$ cat src/rtl/cart_scan_pkg.sv
// Shared types and constants for the cart-detect byte streamer.
package cart_scan_pkg;

  // Scan sequencer states.
  typedef enum logic [1:0] {
    IDLE = 2'd0,
    REQ  = 2'd1,
    EMIT = 2'd2,
    DONE = 2'd3
  } state_e;

  // Detector address that every beat past the first 8191 is pinned to.
  // The detectors use address 0 as their clear, so the stream must never
  // wrap back to 0.
  localparam logic [12:0] DET_ADDR_SAT = 13'h1FFF;

endpackage

$ cat src/rtl/cart_scan_streamer.sv
// Cart-detect byte streamer: after a cart load, walks the stored ROM image
// through a request/acknowledge read port and emits one detector beat per
// byte, in order from offset 0, then reports done.
// Optional feature macro: CART_SCAN_READY_EN adds a det_ready back-pressure
// input; without it the detectors are assumed to always accept a beat.
module cart_scan_streamer
  import cart_scan_pkg::*;
#(
  parameter int MEM_AW = 16,
  parameter int DET_AW = 13
) (
  input  logic              clk,
  input  logic              reset,
  input  logic              start,
  input  logic [31:0]       cart_size,
  output logic [MEM_AW-1:0] mem_addr,
  output logic              mem_rd,
  input  logic              mem_ack,
  input  logic [7:0]        mem_data,
  output logic [DET_AW-1:0] det_addr,
  output logic [7:0]        det_data,
  output logic              det_enable,
`ifdef CART_SCAN_READY_EN
  input  logic              det_ready,
`endif
  output logic              busy,
  output logic              done
);

  // Largest scannable image: 2**MEM_AW bytes. idx/len carry one extra bit
  // so a full-size image terminates without overflow.
  localparam logic [MEM_AW:0] MAX_LEN = {1'b1, {MEM_AW{1'b0}}};
  // First index whose detector address is pinned to the saturation value.
  localparam logic [MEM_AW:0] SAT_IDX = (MEM_AW+1)'(DET_ADDR_SAT);

  state_e            state_q, state_d;
  logic [MEM_AW:0]   idx_q, idx_d;
  logic [MEM_AW:0]   len_q, len_d;
  logic [7:0]        byte_q, byte_d;
  logic [MEM_AW:0]   start_len;
  logic              beat_ok;

`ifdef CART_SCAN_READY_EN
  assign beat_ok = det_ready;
`else
  assign beat_ok = 1'b1;
`endif

  // Clamp the requested length to the addressable image size.
  assign start_len = (cart_size > 32'(MAX_LEN)) ? MAX_LEN
                                                : cart_size[MEM_AW:0];

  // State, index, length and captured byte registers.
  // NOTE: sequential state uses non-blocking assignments so every register
  // samples the pre-edge values; the byte register is a single flop stage,
  // not a memory, so it is reset along with the rest to keep det_data at 0.
  always_ff @(posedge clk or posedge reset) begin
    if (reset) begin
      state_q <= IDLE;
      idx_q   <= '0;
      len_q   <= '0;
      byte_q  <= '0;
    end else begin
      state_q <= state_d;
      idx_q   <= idx_d;
      len_q   <= len_d;
      byte_q  <= byte_d;
    end
  end

  // Next-state logic and Moore outputs.
  // NOTE: every signal written here gets a default first, so no path
  // through the case can leave one unassigned and infer a latch.
  always_comb begin
    state_d    = state_q;
    idx_d      = idx_q;
    len_d      = len_q;
    byte_d     = byte_q;
    mem_rd     = 1'b0;
    det_enable = 1'b0;
    busy       = 1'b0;
    done       = 1'b0;
    mem_addr   = idx_q[MEM_AW-1:0];
    det_data   = byte_q;
    det_addr   = (idx_q < SAT_IDX) ? idx_q[DET_AW-1:0] : DET_AW'(DET_ADDR_SAT);

    unique case (state_q)
      IDLE, DONE: begin
        done = (state_q == DONE);
        if (start) begin
          len_d   = start_len;
          idx_d   = '0;
          state_d = (start_len == '0) ? DONE : REQ;
        end
      end
      REQ: begin
        mem_rd = 1'b1;
        busy   = 1'b1;
        if (mem_ack) begin
          byte_d  = mem_data;
          state_d = EMIT;
        end
      end
      EMIT: begin
        det_enable = 1'b1;
        busy       = 1'b1;
        if (beat_ok) begin
          if ((idx_q + 1'b1) == len_q) begin
            state_d = DONE;
          end else begin
            idx_d   = idx_q + 1'b1;
            state_d = REQ;
          end
        end
      end
      default: state_d = IDLE;
    endcase
  end

endmodule
$ cat config.mk
export PLATFORM = sky130hd
export DESIGN_NAME = cart_scan_streamer
export DESIGN_NICKNAME = d
export VERILOG_FILES = /design/src/rtl/cart_scan_pkg.sv /design/src/rtl/cart_scan_streamer.sv
export SDC_FILE = /design/constraint.sdc
export NUM_CORES = 1
export LEC_CHECK = 0
export BUFFER_PORTS_ARGS = -buffer_cell sky130_fd_sc_hd__buf_4
export CAP_MARGIN = 25
export CORE_ASPECT_RATIO = 1.25
export CORE_UTILIZATION = 45
export CTS_CLUSTER_SIZE = 20
export DETAILED_ROUTE_END_ITERATION = 10
export GPL_TIMING_DRIVEN = 0
export PLACE_DENSITY = 0.81
export SLEW_MARGIN = 20
export SYNTH_ARGS = -nofsm -noshare
export SYNTH_HDL_FRONTEND = slang
export SYNTH_SLANG_ARGS = --single-unit
$ cat constraint.sdc
create_clock -name clk -period 3.8 [get_ports clk]
set_input_delay 0.76 -clock clk [delete_from_list [all_inputs] [get_ports clk]]
set_output_delay 0.76 -clock clk [all_outputs]
set_load 0.005 [all_outputs]
Yosys cells after proc, flatten, opt, wreduce, memory -nomap -nowiden

Index checks and enable logic that the tools add are counted.

Bits in registers: 44
Input port bits: 44
Output and inout bits: 41
Logic and storage cells: 37

Add/sub/neg operators: 1
Order comparisons: 2
Equal/unequal tests: 7
Muxes and demuxes: 14
Reduce and logical (&&, ||, !) cells: 9

Operator list:

| operator                | number |
|---|---|
| $mux W17                | 3 |
| $pmux W17 S2            | 1 |
| $gt A32 B17 Y1 const B  | 1 |
| $add A17 B1 Y17 const B | 1 |
| $eq A17 B17 Y1          | 1 |
| $logic_not A17 Y1       | 1 |
| $lt A17 B13 Y1 const B  | 1 |
| $mux W13                | 1 |
| $mux W2                 | 4 |
| $ne A2 B2 Y1 const B    | 3 |
| $pmux W2 S3             | 1 |
| $reduce_and A2 Y1       | 3 |
| $eq A2 B2 Y1 const B    | 2 |
| $mux W1                 | 4 |
| $reduce_or A2 Y1        | 2 |
| $reduce_and A3 Y1       | 1 |
| $eq A2 B1 Y1 const B    | 1 |
| $logic_not A2 Y1        | 1 |
| $reduce_bool A2 Y1      | 1 |

Logic depth before layout (Yosys ltp)

Gate-level depths: netlist of the first run.

Word-level depth: 6
Depth in mapped cells: 13
Depth with buffers taken out: 9

Worst setup path after synthesis of the first run

OpenSTA, ideal clock, no wires.

Kind: register -> register
Start point: register idx_q[0]
End point: register idx_q[12]
Library setup time: 137 ps
Arrival: 2547 ps
Data required time: 3663 ps
Slack: 1116 ps
Stages on the path, launching flop included: 13
Path buffers: 3
Period minus slack after synthesis: 2684 ps
Path through: dfrtp_1 -> ha_1 -> buf_2 -> nand3_2 -> or4_4 -> a211oi_2 -> nor4b_2 -> o211ai_1 -> nor4_2 -> buf_4 -> buf_6 -> o31ai_1 -> o41ai_2

Word-level cells in the longest chain between the ends: 4
Elaborated cells between the ends (all ways): 6
Those cells by class: add/sub: 1; eq/ne: 2; mux: 2; reduce/logical: 1

Ends and longest elaborated chain:

| item                               | RTL line                                             | text |
|---|---|---|
| start, declared                    | cart_scan_streamer.sv:37                             | `logic [MEM_AW:0] idx_q, idx_d;` |
| start signal, assigned             | cart_scan_streamer.sv:65                             | `idx_q <= idx_d;` |
| $add A17 B1 Y17 *                  | cart_scan_streamer.sv:108, cart_scan_streamer.sv:111 |  |
| $eq A17 B17 Y1                     | cart_scan_streamer.sv:108                            | `if ((idx_q + 1'b1) == len_q) begin` |
| $ne A2 B2 Y1 (no source line)      | -                                                    |  |
| $reduce_and A3 Y1 (no source line) | -                                                    |  |

Every way passes the cells marked *; elsewhere a longest branch is shown, timed or not. The select of a mux whose other input is x is not followed.
A chain may end at the register's enable or synchronous reset.

Final worst setup path of the first run

Start point: register idx_q[0]
End point: register idx_q[10]

The elaborated chain is that of the path after synthesis.

==> results of run 1 <==
[logic make-up after synthesis]
logic type / synth area share, %
AND/OR/NAND/NOR: 20.1
AO/OA/AOI/OAI: 20.0
buffers and inverters: 9.48
flip-flops: 37.9
XOR/XNOR: 7.24
multiplexers: 3.10
adder cells (fa/ha/maj): 2.16
[registers in the layout, summed over array words and instances (netlist names)]
name and flops:
idx_q 17, len_q 17, det_data 8, state_q 2
[synthesized netlist by cell type (2+ instances only)]
cell type / number / area [sq um]
dfrtp_1: 44 / 1100
buf_4: 19 / 143
xnor2_1: 18 / 158
a22o_1: 16 / 140
nor2_1: 15 / 56.3
nand2b_1: 13 / 81.3
nand3_1: 13 / 65.1
nand2_1: 12 / 45.0
clkbuf_1: 11 / 41.3
o31ai_1: 11 / 82.6
nor4_1: 10 / 62.6
o21ai_1: 9 / 45.0
mux2_2: 8 / 90.1
nand4_1: 8 / 50.1
a31oi_1: 7 / 43.8
buf_2: 7 / 35.0
o41ai_1: 6 / 52.6
xor2_1: 6 / 52.6
ha_1: 5 / 62.6
inv_1: 5 / 18.8
nor3_1: 5 / 25.0
o21ai_0: 5 / 25.0
a21oi_1: 4 / 20.0
and3_1: 4 / 25.0
o41ai_2: 4 / 65.1
a211oi_1: 3 / 22.5
a21o_1: 3 / 22.5
inv_2: 3 / 11.3
nor2b_1: 3 / 18.8
or4_1: 3 / 22.5
buf_6: 2 / 22.5
nand3_2: 2 / 20.0
nand3b_1: 2 / 15.0
o211ai_1: 2 / 15.0
[final timing paths]
check,endpoint,slack (ns),depth (start not counted),from
worst max-delay path,idx_q[10],0.44,12,idx_q[0]
max in group asynchronous,idx_q[5],2.88,3,reset
worst min-delay path,det_data[6],0.44,2,reset
worst min register to register,det_data[6],0.52,1,det_data[6]
min in group clk,det_data[6],0.52,1,det_data[6]
worst max register to register,idx_q[10],0.44,12,idx_q[0]
[layer usage]
metal | track usage [%] | up-vias | wire (um)
li1 | - | 1291 | -
met3 | 3.41 | 13 | 455
met2 | 40.1 | 129 | 3720
met1 | 31.4 | 1291 | 3190
met5 | 0 | - | 0
met4 | 6.73 | 0 | 103
[stage by stage]
stage	instance area [sq um]	total power (W)
floorplan	2900	0.00105
global placement	3640	0.00135
detailed placement	3660	0.00138
CTS	3780	0.00176
global route	3780	0.00186
finish	3780	0.00176
[worst max-delay path, cell delays in order, from the launching register on]
cell and delay [ns]:
dfrtp_1 0.52, ha_1 0.20, buf_2 0.18, nand3_2 0.19, nor4_4 0.46, nand2_1 0.15
a2111oi_0 0.48, nand4_1 0.18, nor4_2 0.30, buf_4 0.24, buf_6 0.16, o21ai_1 0.08
o41ai_1 0.08
[power groups by stage]
stage	sequential, W	clock [W]	combinational [W]
floorplan	0.000600	0	0.000455
global placement	0.000606	0	0.000744
detailed placement	0.000612	0	0.000764
CTS	0.000602	0.000388	0.000767
global route	0.000612	0.000404	0.000846
finish	0.000603	0.000384	0.000770
[area by class of cell]
type | instances | area, sq um
plain buffers | 40 | 245
clock buffers | 5 | 68.8
clock inverters | 3 | 50.0
fillers | 525 | 2430
inverters | 8 | 30.0
multi-input cells | 211 | 1530
flip-flops and latches | 44 | 1100
well taps | 85 | 106
repair buffers | 85 | 651
==> results.py, run 1 <==
metrics = {
    "clocking": {
        "cts.repair.resized": 0,
        "numCtsBuffers": 5,
        "cts_max_level": 2,
        "clk_latency_ns": 0.31,
        "cts_post_setup_buffers_inserted": 0,
        "cts_sinks": 44,
        "hold_buffers": 0,
        "cts-root-buf": "clkbuf_8",
        "cts_tree": "yes",
        "clkTransAtPathRegs_ns": 0.10,
        "cts.path.max_buffers": 2,
    },
    "synthesis": {
        "yosysSeqAreaShare_pct": 37.9,
        "avgSynthCellArea_sq_um": 9.58,
        "yosys_warnings": 0,
        "synthFlopType": "dfrtp_1",
        "synth-seq-cells": 44,
        "syn_area_sq_um": 2900,
        "synth_edf_count": 0,
        "synth_cell_type_count": 49,
        "synthArstFlopShare_pct": 100,
        "syn_inst": 303,
        "syn-num-nets": 352,
    },
    "cells_and_area": {
        "final_cell_mix": "103 x buf_4, 44 x dfrtp_1, 18 x xnor2_1",
        "stdcell_count": 481,
        "final_common_cell": "buf_4",
        "fin_nets": 444,
        "diodes": 0,
        "final_util_pct": 60.9,
        "layout-drive-gt1-share_pct": 36.9,
        "area_growth_pct": 30.2,
    },
    "grt": {
        "antenna_found_initial": 0,
        "grt_start_max_net_pins": 27,
        "grt_pass1_vias": 2609,
        "grt_pass1_wl_mm": 12.5,
        "grtUsageTotal_pct": 23.8,
        "grt_overflow_total": 0,
    },
    "hold_path": {
        "min_path_type": "in -> async",
    },
    "power": {
        "powerDensity_nw_per_um2": 465,
        "p_int_w": 0.00110,
        "comb_power_share_pct": 43.8,
        "ir_drop_mv": 0.454,
        "p_switching_w": 0.000659,
        "p_leak_nw": 1.84,
        "seq_power_share_pct": 34.3,
        "sw_frac_of_total_pct": 37.5,
        "clkPwrFrac_pct": 21.9,
    },
    "placement": {
        "gp_congestion": 0.915,
        "dp.cells": 473,
        "place_ws_ns": 0.516,
        "hpwl_mm": 5.93,
        "port_buffers": 84,
    },
    "worst_setup_path": {
        "start_kind": "flop",
        "worstSetupPathType": "reg -> reg",
        "arrival_ns": 3.54,
        "path_max_fanout": 10,
        "cp.required_ns": 3.97,
        "end_kind": "flop",
    },
    "timing": {
        "finalSetupTns_ns": 0,
        "slew_headroom_pct": 39.3,
        "rsz0062_at_grt": "no",
        "fmax_mhz": 297,
        "fin_ws_ns": 0.437,
        "setup_viol": 0,
        "drv_slew": 0,
        "fin_crit_ns": 3.36,
        "tightest_slew_ns": 0.905,
        "finalHoldViolations": 0,
        "clock_skew_ns": 0.0103,
        "post-route-period-util_pct": 88.5,
        "whs_ns": 0.440,
    },
    "routing": {
        "drc": 0,
        "wl_per_cell_um": 15.5,
        "vias": 2724,
        "postRouteAntennaNets": 0,
        "wl_mm": 7.47,
        "drtPass1Iterations": 4,
        "viasPerCell": 5.66,
        "first_iter_violations": 211,
    },
    "floorplanning": {
        "initial_core_util_pct": 46.8,
        "rows": 32,
        "core_sq_um": 6210,
        "die_area_sq_um": 6780,
        "die_w_um": 73.8,
        "ios": 85,
        "die_y_um": 91.8,
    },
    "status": {
        "status": "complete, no violations",
    },
    "flow_run": {
        "cap_violations": 0,
    },
}
Power figures use the tool's default switching activity.
==> inputs of run 2 (changes only) <==
--- a/config.mk
+++ b/config.mk
@@ -5,6 +5,7 @@
 export SDC_FILE = /design/constraint.sdc
 export NUM_CORES = 1
 export LEC_CHECK = 0
+export ABC_AREA = 1
 export BUFFER_PORTS_ARGS = -buffer_cell sky130_fd_sc_hd__buf_4
 export CAP_MARGIN = 25
 export CORE_ASPECT_RATIO = 1.25
@@ -12,7 +13,7 @@
 export CTS_CLUSTER_SIZE = 20
 export DETAILED_ROUTE_END_ITERATION = 10
 export GPL_TIMING_DRIVEN = 0
-export PLACE_DENSITY = 0.81
+export PLACE_DENSITY = 0.8
 export SLEW_MARGIN = 20
 export SYNTH_ARGS = -nofsm -noshare
 export SYNTH_HDL_FRONTEND = slang
==> run 2 against run 1 <==
  * Sequential share of layout area is 1.1 points lower
  * Sequential power is 3.3% lower
  * Maximum frequency is 7.2% higher
  * Worst setup slack better by 0.23 ns
  * Largest cell class unchanged
  * Die area is 5.0% higher
  * Cell count is 29% higher
  * Power is 1.1% lower
  * Area after synthesis is 5.1% higher
  * Global-route usage is 0.40 points higher
  * Clock power is 2% lower
  * Flip-flop and latch count stayed put
==> results.py, run 2 <==
metrics = {
    "synthesis": {
        "synthDominantCellAreaShare_pct": 36.1,
        "synthArstFlopShare_pct": 100,
        "synth-seq-cells": 44,
        "synth_xor_area_share_pct": 0.574,
        "synth_fa_ha_area_share_pct": 2.05,
        "ys_top_cells_by_area": "dfrtp_1 36%, nand2_1 15%, nand3_1 7.7%",
        "syn_inst": 439,
        "synthSimpleGateAreaFrac_pct": 36.4,
        "synth_edf_count": 0,
        "synthFlopType": "dfrtp_1",
        "synth-compound-area-share_pct": 9.47,
        "yosysSeqAreaShare_pct": 36.1,
        "synth_cell_type_count": 31,
        "syn_area_sq_um": 3050,
        "syn-num-nets": 488,
        "post-synth-top-count-cell": "nand2_1",
        "ys_top_cells_by_count": "125 x nand2_1, 49 x nor2_1, 48 x inv_1",
        "synth_top_family_by_area": "simple AND/OR/NAND/NOR gates",
        "avgSynthCellArea_sq_um": 6.95,
        "synthMuxAreaShare_pct": 2.95,
        "yosysTopAreaCell": "dfrtp_1",
        "yosys_warnings": 0,
    },
    "floorplanning": {
        "initial_core_util_pct": 46.5,
        "ios": 85,
        "die_y_um": 94.1,
        "rows": 33,
        "die_w_um": 75.7,
        "die_area_sq_um": 7120,
        "core_sq_um": 6570,
    },
    "worst_setup_path": {
        "path_cells": "nand2_1, inv_1, nand3_1, nor3_1, nor3_1, clkbuf_1, nand2_1, buf_4",
        "crit_start": "idx_q[7]",
        "slowest_delay_ns": 0.49,
        "cp.required_ns": 3.04,
        "end_kind": "primary output",
        "path_max_fanout": 10,
        "slowest_stage": "clkbuf_1",
        "reg2reg_slack_ns": 1.23,
        "r2r_cells": 17,
        "r2r_start": "state_q[0]",
        "arrival_ns": 2.38,
        "worstSetupPathType": "reg -> out",
        "r2r_end": "idx_q[6]",
        "start_kind": "flop",
    },
    "timing": {
        "rsz0062_at_grt": "no",
        "drv_slew": 0,
        "fin_crit_ns": 3.14,
        "tightest_slew_ns": 0.555,
        "clock_skew_ns": 0.0105,
        "setup_viol": 0,
        "fmax_mhz": 319,
        "slew_headroom_pct": 63.0,
        "finalSetupTns_ns": 0,
        "finalHoldViolations": 0,
        "post-route-period-util_pct": 82.5,
    },
    "clocking": {
        "hold_buffers": 0,
        "cts.repair.resized": 0,
        "cts-root-buf": "clkbuf_8",
        "numCtsBuffers": 5,
        "cts_max_level": 2,
        "cts_tree": "yes",
        "cts.path.max_buffers": 2,
        "clk_latency_ns": 0.30,
        "cts_sinks": 44,
        "cts_post_setup_buffers_inserted": 0,
        "clkTransAtPathRegs_ns": 0.09,
    },
    "routing": {
        "wl_mm": 8.01,
        "wl_per_cell_um": 12.9,
        "vias": 3160,
        "viasPerCell": 5.11,
        "first_iter_violations": 221,
        "postRouteAntennaNets": 0,
        "drtPass1Iterations": 5,
        "drc": 0,
    },
    "cells_and_area": {
        "area_growth_pct": 28.9,
        "final_common_cell": "nand2_1",
        "fin_nets": 580,
        "layout-drive-gt1-share_pct": 27.6,
        "diodes": 0,
        "final_cell_mix": "125 x nand2_1, 101 x buf_4, 49 x nor2_1",
    },
    "grt": {
        "grt_pass1_vias": 2867,
        "grt_pass1_wl_mm": 13.0,
        "grt_start_max_net_pins": 28,
        "antenna_found_initial": 0,
        "grtUsageTotal_pct": 24.2,
        "grt_overflow_total": 0,
    },
    "hold_path": {
        "min_path_type": "in -> async",
    },
    "power": {
        "ir_drop_mv": 0.512,
        "power.total_w": 0.00174,
        "powerDensity_nw_per_um2": 442,
        "p_leak_nw": 1.97,
    },
    "placement": {
        "gp_congestion": 0.947,
        "hpwl_mm": 6.45,
        "port_buffers": 84,
    },
    "status": {
        "status": "complete, no violations",
    },
    "flow_run": {
        "cap_violations": 0,
    },
}
run 2: worst max-delay path by stage:
stage / end
floorplan: det_addr[10]
global placement: det_addr[6]
detailed placement: det_addr[7]
CTS: det_addr[7]
global route: det_addr[6]
finish: det_addr[10]
run 2: cell type report:
| class | instances | area, sq um |
|---|---|---|
| fillers | 604 | 2630 |
| flip-flops and latches | 44 | 1100 |
| clock buffers | 6 | 82.6 |
| clock inverters | 2 | 38.8 |
| plain buffers | 27 | 181 |
| repair buffers | 85 | 651 |
| inverters | 52 | 198 |
| multi-input cells | 316 | 1570 |
| well taps | 87 | 109 |
run 2: routing by layer:
layer / wire length, um / GRT usage (%) / vias to the layer above
met3: 436 / 3.11 / 19
met2: 4060 / 41.7 / 127
met1: 3270 / 30.1 / 1431
met5: 0 / 0 / -
li1: - / - / 1583
met4: 242 / 9.10 / 0
run 2: where the power goes:
part           internal, W  switching [W]
Clock             0.000215       0.000163
Sequential        0.000535      0.0000484
Combinational     0.000324       0.000452
Total              0.00107       0.000663
run 2: cells by family after synthesis:
group,after synthesis
buffers and inverters,79
AOI/OAI and AO/OA,48
and+or+nand+nor,253
DFF,44
xor gates and xnor gates,2
muxes,8
adders and majority gates,5
run 2: per-stage QoR:
step	cells	setup WS, ns	hold slack, ns	cell area [sq um]	utilization (%)
global route	619	0.538	0.472	3930	59.9
floorplan	439	1.66	0.465	3050	-
global placement	610	1.04	0.489	3790	57.7
CTS	619	0.664	0.463	3930	59.9
finish	619	0.663	0.448	3930	59.9
detailed placement	611	1.00	0.497	3810	58.1
run 2: worst max-delay path, delay by kind of cell (launching register included):
family | cells | cell delay, ns
AND/OR/NAND/NOR | 5 | 0.91
buffers and inverters | 3 | 0.71
flip-flops | 1 | 0.46
==> inputs of run 3 (changes only) <==
==> constraint.sdc (replaced) <==
create_clock -name clk -period 3 [get_ports clk]
set_input_delay 0.6 -clock clk [delete_from_list [all_inputs] [get_ports clk]]
set_output_delay 0.6 -clock clk [all_outputs]
set_load 0.005 [all_outputs]
==> run 3 against run 2 <==
  * Worst hold slack lost 0.16 ns
  * Utilization hardly changed
  * Register-to-register slack lost 0.80 ns
  * Cell count unchanged
  * Clock power increased by 27%
  * Critical path depth unchanged
  * First-iteration DRC count unchanged
  * Critical endpoint unchanged
  * Largest cell class unchanged
==> results.py, run 3 (same netlist as run 2, synthesis figures left out) <==
metrics = {
    "worst_setup_path": {
        "worstSetupPathType": "reg -> out",
        "reg2reg_slack_ns": 0.43,
        "end_kind": "primary output",
        "start_kind": "flop",
        "path_cells": "nand2_1, inv_1, nand3_1, nor3_1, nor3_1, clkbuf_2, nand2_1, buf_4",
        "r2r_end": "idx_q[15]",
        "path_max_fanout": 10,
        "slowest_stage": "dfrtp_1",
        "r2r_start": "state_q[0]",
        "r2r_cells": 17,
        "cp.required_ns": 2.40,
        "slowest_delay_ns": 0.46,
        "arrival_ns": 2.21,
    },
    "floorplanning": {
        "ios": 85,
        "die_area_sq_um": 7120,
        "rows": 33,
        "core_sq_um": 6570,
        "die_w_um": 75.7,
        "initial_core_util_pct": 46.5,
        "die_y_um": 94.1,
    },
    "cells_and_area": {
        "seq_area_sq_um": 1100,
        "fin_nets": 580,
        "fillers": 604,
        "final_common_cell": "nand2_1",
        "area_growth_pct": 28.9,
        "final_cell_mix": "125 x nand2_1, 101 x buf_4, 49 x nor2_1",
        "layout-drive-gt1-share_pct": 27.8,
        "multi_input_area_sq_um": 1570,
        "final_util_pct": 59.9,
        "diodes": 0,
    },
    "clocking": {
        "clkTransAtPathRegs_ns": 0.09,
        "cts_max_level": 2,
        "numCtsBuffers": 5,
        "cts_sinks": 44,
        "cts_tree": "yes",
        "hold_buffers": 0,
        "cts.path.max_buffers": 2,
        "clk_latency_ns": 0.30,
        "cts-root-buf": "clkbuf_8",
    },
    "routing": {
        "postRouteAntennaNets": 0,
        "first_iter_violations": 221,
        "viasPerCell": 5.13,
        "wl_mm": 8.01,
        "wl_per_cell_um": 12.9,
        "drtPass1Iterations": 5,
        "vias": 3174,
        "drc": 0,
    },
    "placement": {
        "hpwl_mm": 6.45,
        "port_buffers": 84,
        "gp_congestion": 0.947,
    },
    "grt": {
        "grt_start_max_net_pins": 28,
        "grtUsageTotal_pct": 24.2,
        "grt_pass1_wl_mm": 13.0,
        "antenna_found_initial": 0,
        "grt_pass1_vias": 2867,
        "grt_overflow_total": 0,
    },
    "timing": {
        "slew_headroom_pct": 63.0,
        "rsz0062_at_grt": "no",
        "setup_viol": 0,
        "clock_skew_ns": 0.0107,
        "tightest_slew_ns": 0.555,
        "fin_crit_ns": 2.81,
        "finalHoldViolations": 0,
        "fmax_mhz": 356,
        "finalSetupTns_ns": 0,
        "post-route-period-util_pct": 93.5,
        "drv_slew": 0,
    },
    "flow_run": {
        "cap_violations": 0,
    },
    "power": {
        "power.total_w": 0.00220,
        "ir_drop_mv": 0.648,
        "powerDensity_nw_per_um2": 560,
        "p_leak_nw": 1.97,
    },
    "hold_path": {
        "min_path_type": "in -> async",
    },
    "status": {
        "status": "complete, no violations",
    },
}
## run 3: worst max path at each step
stage / from / endpoint / cells after the start
6_report: idx_q[7] / det_addr[10] / 8
5_1_grt: idx_q[2] / det_addr[6] / 8
4_1_cts: idx_q[7] / det_addr[7] / 8
3_5_place_dp: idx_q[7] / det_addr[7] / 8
3_3_place_gp: idx_q[7] / det_addr[6] / 8
2_1_floorplan: state_q[0] / idx_q[2] / 17
## run 3: metrics by stage
step	worst slack [ns]	hold slack (ns)	instance area (sq um)	cells
3_5_place_dp	0.362	0.497	3810	611
3_3_place_gp	0.397	0.489	3790	610
5_1_grt	0.0761	0.312	3930	619
6_report	0.195	0.288	3930	619
4_1_cts	0.0242	0.303	3930	619
2_1_floorplan	0.989	0.465	3050	439
## run 3: final cells by class
class / count / share of cell area (%)
timing repair buffer: 85 / 16.5
sequential: 44 / 28.0
clock buffer: 6 / 2.10
multi-input combinational: 316 / 39.9
inverter: 52 / 5.03
buffer: 27 / 4.64
tap: 87 / 2.77
clock inverter: 2 / 0.986
## run 3: worst max-delay path: cells and delay by family (launching register included)
kind / cells / cell delay, ns
buffers and inverters: 3 / 0.56
AND/OR/NAND/NOR: 5 / 0.88
flip-flops: 1 / 0.46
## run 3: timing repair
| action | 4_1_cts | 5_1_grt |
|---|---|---|
| endpoints found under the setup margin | 0 | 10 |
| setup buffers | 0 | 0 |
| gates resized for setup | 0 | 2 |
## run 3: per-layer routing
layer / share of wire (%) / vias up / routed length (um) / global-route usage, %
met5: 0 / - / 0 / 0
li1: - / 1583 / - / -
met1: 41 / 1440 / 3290 / 30.1
met3: 5.4 / 21 / 432 / 3.11
met2: 51 / 130 / 4050 / 41.7
met4: 3.0 / 0 / 240 / 9.10
## run 3: power breakdown
part	internal, W	switching (W)	leakage, nW
sequential	0.000678	0.0000618	0.590
combinational	0.000410	0.000575	1.32
clock	0.000272	0.000206	0.0614
